==> src/rtl/rvfi_trace_arb_pkg.sv <==
// rvfi_trace_arb_pkg: shared types for the RVFI trace arbiter.
// Holds the commit record layout, FSM states and the timeout code.
package rvfi_trace_arb_pkg;

    localparam int unsigned PADDR_W = 64;

    localparam logic [31:0] TIMEOUT_CODE = 32'hFFFF_FFFF;

    typedef struct packed {
        logic [63:0]        pc;
        logic [31:0]        insn;
        logic               trap;
        logic [63:0]        cause;
        logic [7:0]         mem_wmask;
        logic [PADDR_W-1:0] mem_paddr;
        logic [63:0]        mem_wdata;
    } trace_rec_t;

    typedef enum logic [1:0] {
        RUN,
        DRAIN,
        DONE
    } arb_state_e;

endpackage

==> src/rtl/rvfi_trace_arbiter_if.sv <==
// rvfi_trace_arbiter_if: commit-port inputs and merged output stream.
// slave = arbiter side, master = core/sink side.
interface rvfi_trace_arbiter_if #(
    parameter int unsigned NR_PORTS = 2
);
    import rvfi_trace_arb_pkg::*;

    logic [NR_PORTS-1:0]    rec_valid_i;
    trace_rec_t [NR_PORTS-1:0] rec_i;
    logic                   out_valid_o;
    logic                   out_ready_i;
    trace_rec_t             out_rec_o;
    logic [1:0]             out_port_o;

    modport master (
        output rec_valid_i,
        output rec_i,
        output out_ready_i,
        input  out_valid_o,
        input  out_rec_o,
        input  out_port_o
    );

    modport slave (
        input  rec_valid_i,
        input  rec_i,
        input  out_ready_i,
        output out_valid_o,
        output out_rec_o,
        output out_port_o
    );

endinterface

==> src/rtl/rvfi_trace_fifo.sv <==
// rvfi_trace_fifo: multi-write, single-read record FIFO with port tag.
// Writers are packed in ascending port order; DEPTH is a power of two >= 2.
module rvfi_trace_fifo
    import rvfi_trace_arb_pkg::*;
#(
    parameter int unsigned NR_PORTS = 2,
    parameter int unsigned DEPTH    = 8
) (
    input  logic                      clk_i,
    input  logic                      rst_i,
    input  logic [NR_PORTS-1:0]       wr_en,
    input  trace_rec_t [NR_PORTS-1:0] wr_rec,
    input  logic                      rd_en,
    output trace_rec_t                rd_rec,
    output logic [1:0]                rd_port,
    output logic [$clog2(DEPTH):0]    count
);

    localparam int unsigned AW = $clog2(DEPTH);
    localparam int unsigned CW = AW + 1;

    trace_rec_t     mem_rec  [DEPTH];
    logic [1:0]     mem_port [DEPTH];
    logic [AW-1:0]  wr_ptr;
    logic [AW-1:0]  rd_ptr;
    logic [AW-1:0]  wr_idx [NR_PORTS];
    logic [CW-1:0]  n_wr;
    logic           rd_fire;

    assign rd_fire = rd_en && (count != '0);

    // slot for each enabled writer, packed behind the lower ports
    always_comb begin
        n_wr = '0;
        for (int p = 0; p < NR_PORTS; p++) begin
            wr_idx[p] = wr_ptr + n_wr[AW-1:0];
            if (wr_en[p]) begin
                n_wr = n_wr + CW'(1);
            end
        end
    end

    // storage array, no reset needed: head is masked when empty
    always_ff @(posedge clk_i) begin
        for (int p = 0; p < NR_PORTS; p++) begin
            if (wr_en[p]) begin
                mem_rec[wr_idx[p]]  <= wr_rec[p];
                mem_port[wr_idx[p]] <= 2'(p);
            end
        end
    end

    // pointers and occupancy
    always_ff @(posedge clk_i or posedge rst_i) begin
        if (rst_i) begin
            wr_ptr <= '0;
            rd_ptr <= '0;
            count  <= '0;
        end else begin
            wr_ptr <= wr_ptr + n_wr[AW-1:0];
            if (rd_fire) begin
                rd_ptr <= rd_ptr + AW'(1);
            end
            count <= count + n_wr - CW'(rd_fire);
        end
    end

    assign rd_rec  = (count != '0) ? mem_rec[rd_ptr]  : '0;
    assign rd_port = (count != '0) ? mem_port[rd_ptr] : '0;

endmodule

==> src/rtl/rvfi_trace_arbiter.sv <==
// rvfi_trace_arbiter: merges commit ports into one trace stream, detects end of test.
// Optional stats outputs (drop count, peak occupancy) under RVFI_TRACE_ARB_STATS_EN.
module rvfi_trace_arbiter
    import rvfi_trace_arb_pkg::*;
#(
    parameter int unsigned NR_PORTS = 2,
    parameter int unsigned DEPTH    = 8,
    parameter int unsigned PLEN     = 56
) (
    input  logic               clk_i,
    input  logic               rst_i,
    input  logic [PLEN-1:0]    cfg_tohost_addr_i,
    input  logic [31:0]        cfg_timeout_i,
    rvfi_trace_arbiter_if.slave bus,
    output logic               overflow_o,
`ifdef RVFI_TRACE_ARB_STATS_EN
    output logic [15:0]        drop_count_o,
    output logic [$clog2(DEPTH):0] max_occ_o,
`endif
    output logic [31:0]        end_of_test_o
);

    localparam int unsigned CW = $clog2(DEPTH) + 1;

    arb_state_e          state;
    logic [31:0]         cycle_cnt;
    logic [31:0]         code_q;
    logic [CW-1:0]       fifo_count;
    logic [CW-1:0]       free;
    logic [CW-1:0]       used;
    logic [NR_PORTS-1:0] hit;
    logic [NR_PORTS-1:0] accept;
    logic [2:0]          n_drop;
    logic                alive;
    logic                tohost_any;
    logic [31:0]         tohost_code;
    logic                timeout_hit;
    logic                terminate;
    logic                out_valid;
    trace_rec_t          head_rec;
    logic [1:0]          head_port;

    // per-port tohost store detection
    always_comb begin
        hit = '0;
        for (int p = 0; p < NR_PORTS; p++) begin
            hit[p] = bus.rec_valid_i[p]
                  && !bus.rec_i[p].trap
                  && (bus.rec_i[p].mem_wmask != '0)
                  && (cfg_tohost_addr_i != '0)
                  && (bus.rec_i[p].mem_paddr[PLEN-1:0] == cfg_tohost_addr_i)
                  && bus.rec_i[p].mem_wdata[0];
        end
    end

    // admit records in port order up to start-of-cycle free space
    always_comb begin
        accept      = '0;
        used        = '0;
        n_drop      = '0;
        alive       = 1'b1;
        tohost_any  = 1'b0;
        tohost_code = '0;
        free        = CW'(DEPTH) - fifo_count;
        if (state == RUN) begin
            for (int p = 0; p < NR_PORTS; p++) begin
                if (alive && bus.rec_valid_i[p]) begin
                    if (used < free) begin
                        accept[p] = 1'b1;
                        used      = used + CW'(1);
                    end else begin
                        n_drop = n_drop + 3'd1;
                    end
                    if (hit[p]) begin
                        alive       = 1'b0;
                        tohost_any  = 1'b1;
                        tohost_code = bus.rec_i[p].mem_wdata[31:0];
                    end
                end
            end
        end
    end

    assign timeout_hit = (state == RUN)
                      && (cfg_timeout_i != '0)
                      && (cycle_cnt == cfg_timeout_i);
    assign terminate   = tohost_any || timeout_hit;

    assign out_valid       = (fifo_count != '0);
    assign bus.out_valid_o = out_valid;
    assign bus.out_rec_o   = head_rec;
    assign bus.out_port_o  = head_port;

    rvfi_trace_fifo #(
        .NR_PORTS (NR_PORTS),
        .DEPTH    (DEPTH)
    ) u_fifo (
        .clk_i   (clk_i),
        .rst_i   (rst_i),
        .wr_en   (accept),
        .wr_rec  (bus.rec_i),
        .rd_en   (out_valid && bus.out_ready_i),
        .rd_rec  (head_rec),
        .rd_port (head_port),
        .count   (fifo_count)
    );

    // run/drain/done sequencing with registered status outputs
    always_ff @(posedge clk_i or posedge rst_i) begin
        if (rst_i) begin
            state         <= RUN;
            cycle_cnt     <= '0;
            code_q        <= '0;
            overflow_o    <= 1'b0;
            end_of_test_o <= '0;
        end else begin
            unique case (state)
                RUN: begin
                    cycle_cnt <= cycle_cnt + 32'd1;
                    if (n_drop != '0) begin
                        overflow_o <= 1'b1;
                    end
                    if (terminate) begin
                        state  <= DRAIN;
                        code_q <= tohost_any ? tohost_code : TIMEOUT_CODE;
                    end
                end
                DRAIN: begin
                    if (fifo_count == '0) begin
                        state         <= DONE;
                        end_of_test_o <= code_q;
                    end
                end
                DONE: begin
                end
                default: begin
                    state <= RUN;
                end
            endcase
        end
    end

`ifdef RVFI_TRACE_ARB_STATS_EN
    logic [16:0] drop_sum;

    assign drop_sum = {1'b0, drop_count_o} + 17'(n_drop);

    // saturating drop counter and occupancy high-water mark
    always_ff @(posedge clk_i or posedge rst_i) begin
        if (rst_i) begin
            drop_count_o <= '0;
            max_occ_o    <= '0;
        end else begin
            if (n_drop != '0) begin
                drop_count_o <= drop_sum[16] ? 16'hFFFF : drop_sum[15:0];
            end
            if (fifo_count > max_occ_o) begin
                max_occ_o <= fifo_count;
            end
        end
    end
`endif

endmodule

==> src/flat_wrapper.sv <==
// flat-port wrapper written by rule: the top's interface ports become plain ports
module rvfi_trace_arbiter_flat import rvfi_trace_arb_pkg::*;
#(
    parameter int unsigned NR_PORTS = 2,
    parameter int unsigned DEPTH    = 8,
    parameter int unsigned PLEN     = 56
)
  (clk_i, rst_i, cfg_tohost_addr_i, cfg_timeout_i, overflow_o, end_of_test_o, bus_rec_valid_i, bus_rec_i, bus_out_ready_i, bus_out_valid_o, bus_out_rec_o, bus_out_port_o);
  rvfi_trace_arbiter_if #(.NR_PORTS(NR_PORTS)) bus_i ();
  input  logic clk_i;
  input  logic rst_i;
  input  logic [PLEN-1:0] cfg_tohost_addr_i;
  input  logic [31:0] cfg_timeout_i;
  output logic overflow_o;
  output logic [31:0] end_of_test_o;
  input wire logic [$bits(bus_i.rec_valid_i)-1:0] bus_rec_valid_i;
  input wire logic [$bits(bus_i.rec_i)-1:0] bus_rec_i;
  input wire logic [$bits(bus_i.out_ready_i)-1:0] bus_out_ready_i;
  output wire logic [$bits(bus_i.out_valid_o)-1:0] bus_out_valid_o;
  output wire logic [$bits(bus_i.out_rec_o)-1:0] bus_out_rec_o;
  output wire logic [$bits(bus_i.out_port_o)-1:0] bus_out_port_o;
  assign bus_i.rec_valid_i = bus_rec_valid_i;
  assign bus_i.rec_i = bus_rec_i;
  assign bus_i.out_ready_i = bus_out_ready_i;
  assign bus_out_valid_o = bus_i.out_valid_o;
  assign bus_out_rec_o = bus_i.out_rec_o;
  assign bus_out_port_o = bus_i.out_port_o;
  rvfi_trace_arbiter #(.NR_PORTS(NR_PORTS), .DEPTH(DEPTH), .PLEN(PLEN)) u_core (.clk_i(clk_i), .rst_i(rst_i), .cfg_tohost_addr_i(cfg_tohost_addr_i), .cfg_timeout_i(cfg_timeout_i), .bus(bus_i), .overflow_o(overflow_o), .end_of_test_o(end_of_test_o));
endmodule
==> config.mk <==
export PLATFORM = sky130hd
export DESIGN_NAME = rvfi_trace_arbiter_flat
export DESIGN_NICKNAME = d
export VERILOG_FILES = /design/src/rtl/rvfi_trace_arb_pkg.sv /design/src/rtl/rvfi_trace_arbiter_if.sv /design/src/rtl/rvfi_trace_fifo.sv /design/src/rtl/rvfi_trace_arbiter.sv /design/src/flat_wrapper.sv
export SDC_FILE = /design/constraint.sdc
export NUM_CORES = 2
export LEC_CHECK = 0
export ABC_AREA = 1
export CAP_MARGIN = 20
export CORE_AREA = 4 4 569 571
export CTS_CLUSTER_SIZE = 40
export DETAILED_ROUTE_END_ITERATION = 8
export DIE_AREA = 0 0 573 575
export GPL_TIMING_DRIVEN = 0
export HOLD_SLACK_MARGIN = 0.15
export PLACE_DENSITY_LB_ADDON = 0.12
export SLEW_MARGIN = 20
export SYNTH_ARGS = -nofsm -noshare
export SYNTH_HDL_FRONTEND = slang
export SYNTH_SLANG_ARGS = --single-unit
==> constraint.sdc <==
create_clock -name clk_i -period 56.2 [get_ports clk_i]
set_clock_uncertainty 0.15 [all_clocks]
set_input_delay 8.43 -clock clk_i [delete_from_list [all_inputs] [get_ports clk_i]]
set_output_delay 8.43 -clock clk_i [all_outputs]
set_load 0.05 [all_outputs]
==> flow_summary.json <==
{
  "status": "completed",
  "synthCells": 14210,
  "required_ns": 47.62,
  "synth_fp_nets": 14910,
  "ioPinCount": 1020,
  "drc": 0,
  "max_slew.worst_pin.slew_ns": 1.173,
  "viasPerCell": 5.676,
  "post_cts_buffers": 0,
  "first_global_vias": 106600,
  "fmax_mhz": 64.75,
  "die_height_um": 575,
  "relSlewSlack_pct": 21.78,
  "syn_area_per_cell_um2": 8.933,
  "maxCapViolations": 0,
  "p_leak_nw": 59.28,
  "tns_ns": 0,
  "design_area_um2": 153000,
  "hold_buffers": 0,
  "synth_cell_types": 39,
  "synth_area_um2": 126900,
  "first_pass_iters": 8,
  "grt_pass1_wl_um": 763200,
  "wl_per_cell_um": 27.33,
  "clockBufferDepth": 4,
  "fin_crit_sh_pct": 27.48,
  "syn_to_final_growth_pct": 20.58,
  "post_cts_resized": 0,
  "cts.sinks": 2493,
  "synth_edf_count": 2376,
  "power.density_nw_per_um2": 67.85,
  "power.total_mw": 10.38,
  "critical-path-max-stage-delay_ns": 0.96,
  "synth_ff_type": "edfxtp_1",
  "ir_drop_mv": 0.06882,
  "cts_tree": "done",
  "dieWidth_um": 573,
  "wl_um": 542800,
  "path_class": "flop to output pin",
  "crit_chain": "inv_2, buf_2, clkbuf_1, clkbuf_1, buf_1, nor2_1, o22ai_1, o21ai_0, a31oi_1, clkdlybuf4s50_1",
  "cp-end-kind": "output pin",
  "ys_seq_area_share_pct": 58.49,
  "worst_path_most_repeated_cell": "clkbuf_1",
  "place_area_um2": 143700,
  "drtIter0Drc": 14160,
  "insertion_delay_ns": 0.92,
  "num_rows": 207,
  "die-area_um2": 329500,
  "rsz0062_at_grt": "no",
  "start_util_pct": 39.94,
  "drv_slew": 0,
  "cts_inserted_buffers": 291,
  "cpMaxStageDelayCell": "clkdlybuf4s50_1",
  "path_clk_slew_ns": 0.06,
  "coreArea_um2": 317800,
  "cp-start-kind": "flop",
  "routabilityCongestion": 0.9302,
  "path_max_fanout": 10,
  "ant_nets": 0,
  "timing.hold.ws_ns": 0.3005,
  "finalSetupViolCount": 0,
  "fin_crit_ns": 15.44,
  "grt_usage_pct": 31.52,
  "path_delay_family": "buffers and inverters",
  "routed-via-count": 112700,
  "place_hpwl_um": 396700,
  "arrival_ns": 6.86,
  "fill_cells": 30370,
  "antenna_found_initial": 104,
  "cts-root-buf": "clkbuf_16",
  "drive_above_1_share_pct": 8.757,
  "synth_warnings": 0,
  "io_buffer_count": 728,
  "worstHoldPathType": "flop to flop",
  "path_buf_inv": 6,
  "grt-ovfl-total": 0,
  "h-tree-depth": 5,
  "fin_nets": 16090,
  "grt_max_degree": 85,
  "synth_seq_cells": 2493,
  "synthArstFlopShare_pct": 4.372,
  "hold_viol": 0
}
## per-stage QoR
step | worst slack [ns] | std cells | utilization, %
final | 40.76 | 19860 | 48.16
after global routing | 40.60 | 19820 | 48.12
after CTS | 40.68 | 19790 | 48.10
after detailed placement | 41.69 | 19280 | 45.22
after global placement | 1.314 | 19120 | 43.88
after floorplan | 25.14 | 14210 | -
## power breakdown
part           switching, mW  internal [mW]  total, mW
combinational           3.92           1.51       5.43
sequential             0.147           2.91       3.06
clock                  0.819           1.07       1.89
## cells in the final DEF (no fill, tap or decap), types with 299 or more instances in the layout
cell / n
a31oi_1: 299
o21ai_1: 931
clkdlybuf4s50_1: 728
o21ai_0: 2987
nor2_1: 2026
nand2_1: 2969
inv_1: 574
edfxtp_1: 2376
o22ai_1: 304
clkbuf_1: 584
buf_2: 415
## cells in the mapped netlist (54+ instances only)
master	number	share of area [%]
a31oi_1	299	1.5
buf_1	57	0.17
buf_2	415	1.6
buf_4	150	0.89
clkbuf_1	558	1.7
clkbuf_2	147	0.58
dfrtp_1	109	2.1
edfxtp_1	2376	56
inv_1	575	1.7
nand2_1	2971	8.8
nand3_1	54	0.21
nor2_1	2026	6.0
o21ai_0	2993	12
o21ai_1	931	3.7
o22ai_1	304	1.5
## layout make-up
type | count | area [um^2] | share of cell area [%]
tap | 4180 | 5230 | 3.418
timing repair buffer | 888 | 11420 | 7.463
antenna | 70 | 175.2 | 0.1145
clock buffer | 371 | 7801 | 5.098
buffer | 1349 | 6545 | 4.277
clock inverter | 144 | 1350 | 0.8822
inverter | 599 | 2256 | 1.474
multi-input combinational | 9766 | 44020 | 28.76
sequential | 2493 | 74240 | 48.51
## worst register-to-register path: cells and delay by family (launching register included)
family                   cells  cell delay, ns
flip-flops                   1            0.35
buffers and inverters       10            2.76
adder cells (fa/ha/maj)      2            0.49
AND/OR/NAND/NOR              5            0.82
AO/OA/AOI/OAI                1            0.41
XOR/XNOR                     1            0.23
## worst paths after layout
kind,start,endpoint,slack (ns),cells past startpoint
worst min-delay path,u_core.code_q[0],u_core.code_q[0],0.30,2
worst max-delay path,u_core.u_fifo.rd_ptr[0],bus_out_rec_o[208],40.76,10
worst max register to register,u_core.state[1],u_core.u_fifo.mem_rec[0][120],50.67,19
max in group asynchronous,rst_i,u_core.cycle_cnt[25],47.37,3
min in group asynchronous,rst_i,u_core.overflow_o,7.74,2
worst min register to register,u_core.code_q[0],u_core.code_q[0],0.30,2
## state kept, by name (all words and copies together), names as in the netlist
signal	cells
u_core.u_fifo.count	4
u_core.code_q	32
u_core.u_fifo.mem_port	8
u_core.end_of_test_o	32
u_core.overflow_o	1
u_core.state	2
u_core.u_fifo.mem_rec	2376
u_core.cycle_cnt	32
u_core.u_fifo.rd_ptr	3
u_core.u_fifo.wr_ptr	3
## cell families (layout without fill, tap and decap cells)
kind of cell	after synthesis	after routing	share of synthesized area (%)
compound gates	4535	4535	18.49
xor+xnor	74	74	0.5107
fa+ha+maj	17	17	0.1794
buf+inv	1948	3351	6.889
flops	2493	2493	58.49
other cells	1	71	0.002955
simple gates	5139	5139	15.44
## per-layer routing
| layer | global-route usage [%] | share of wire [%] | vias to the layer above |
|---|---|---|---|
| met5 | 0 | 0.027 | - |
| met4 | 15.06 | 5.3 | 26 |
| met3 | 6.572 | 10 | 1021 |
| met2 | 49.32 | 45 | 5994 |
| met1 | 41.87 | 40 | 54300 |
| li1 | - | - | 51390 |
Power figures use the tool's default switching activity.
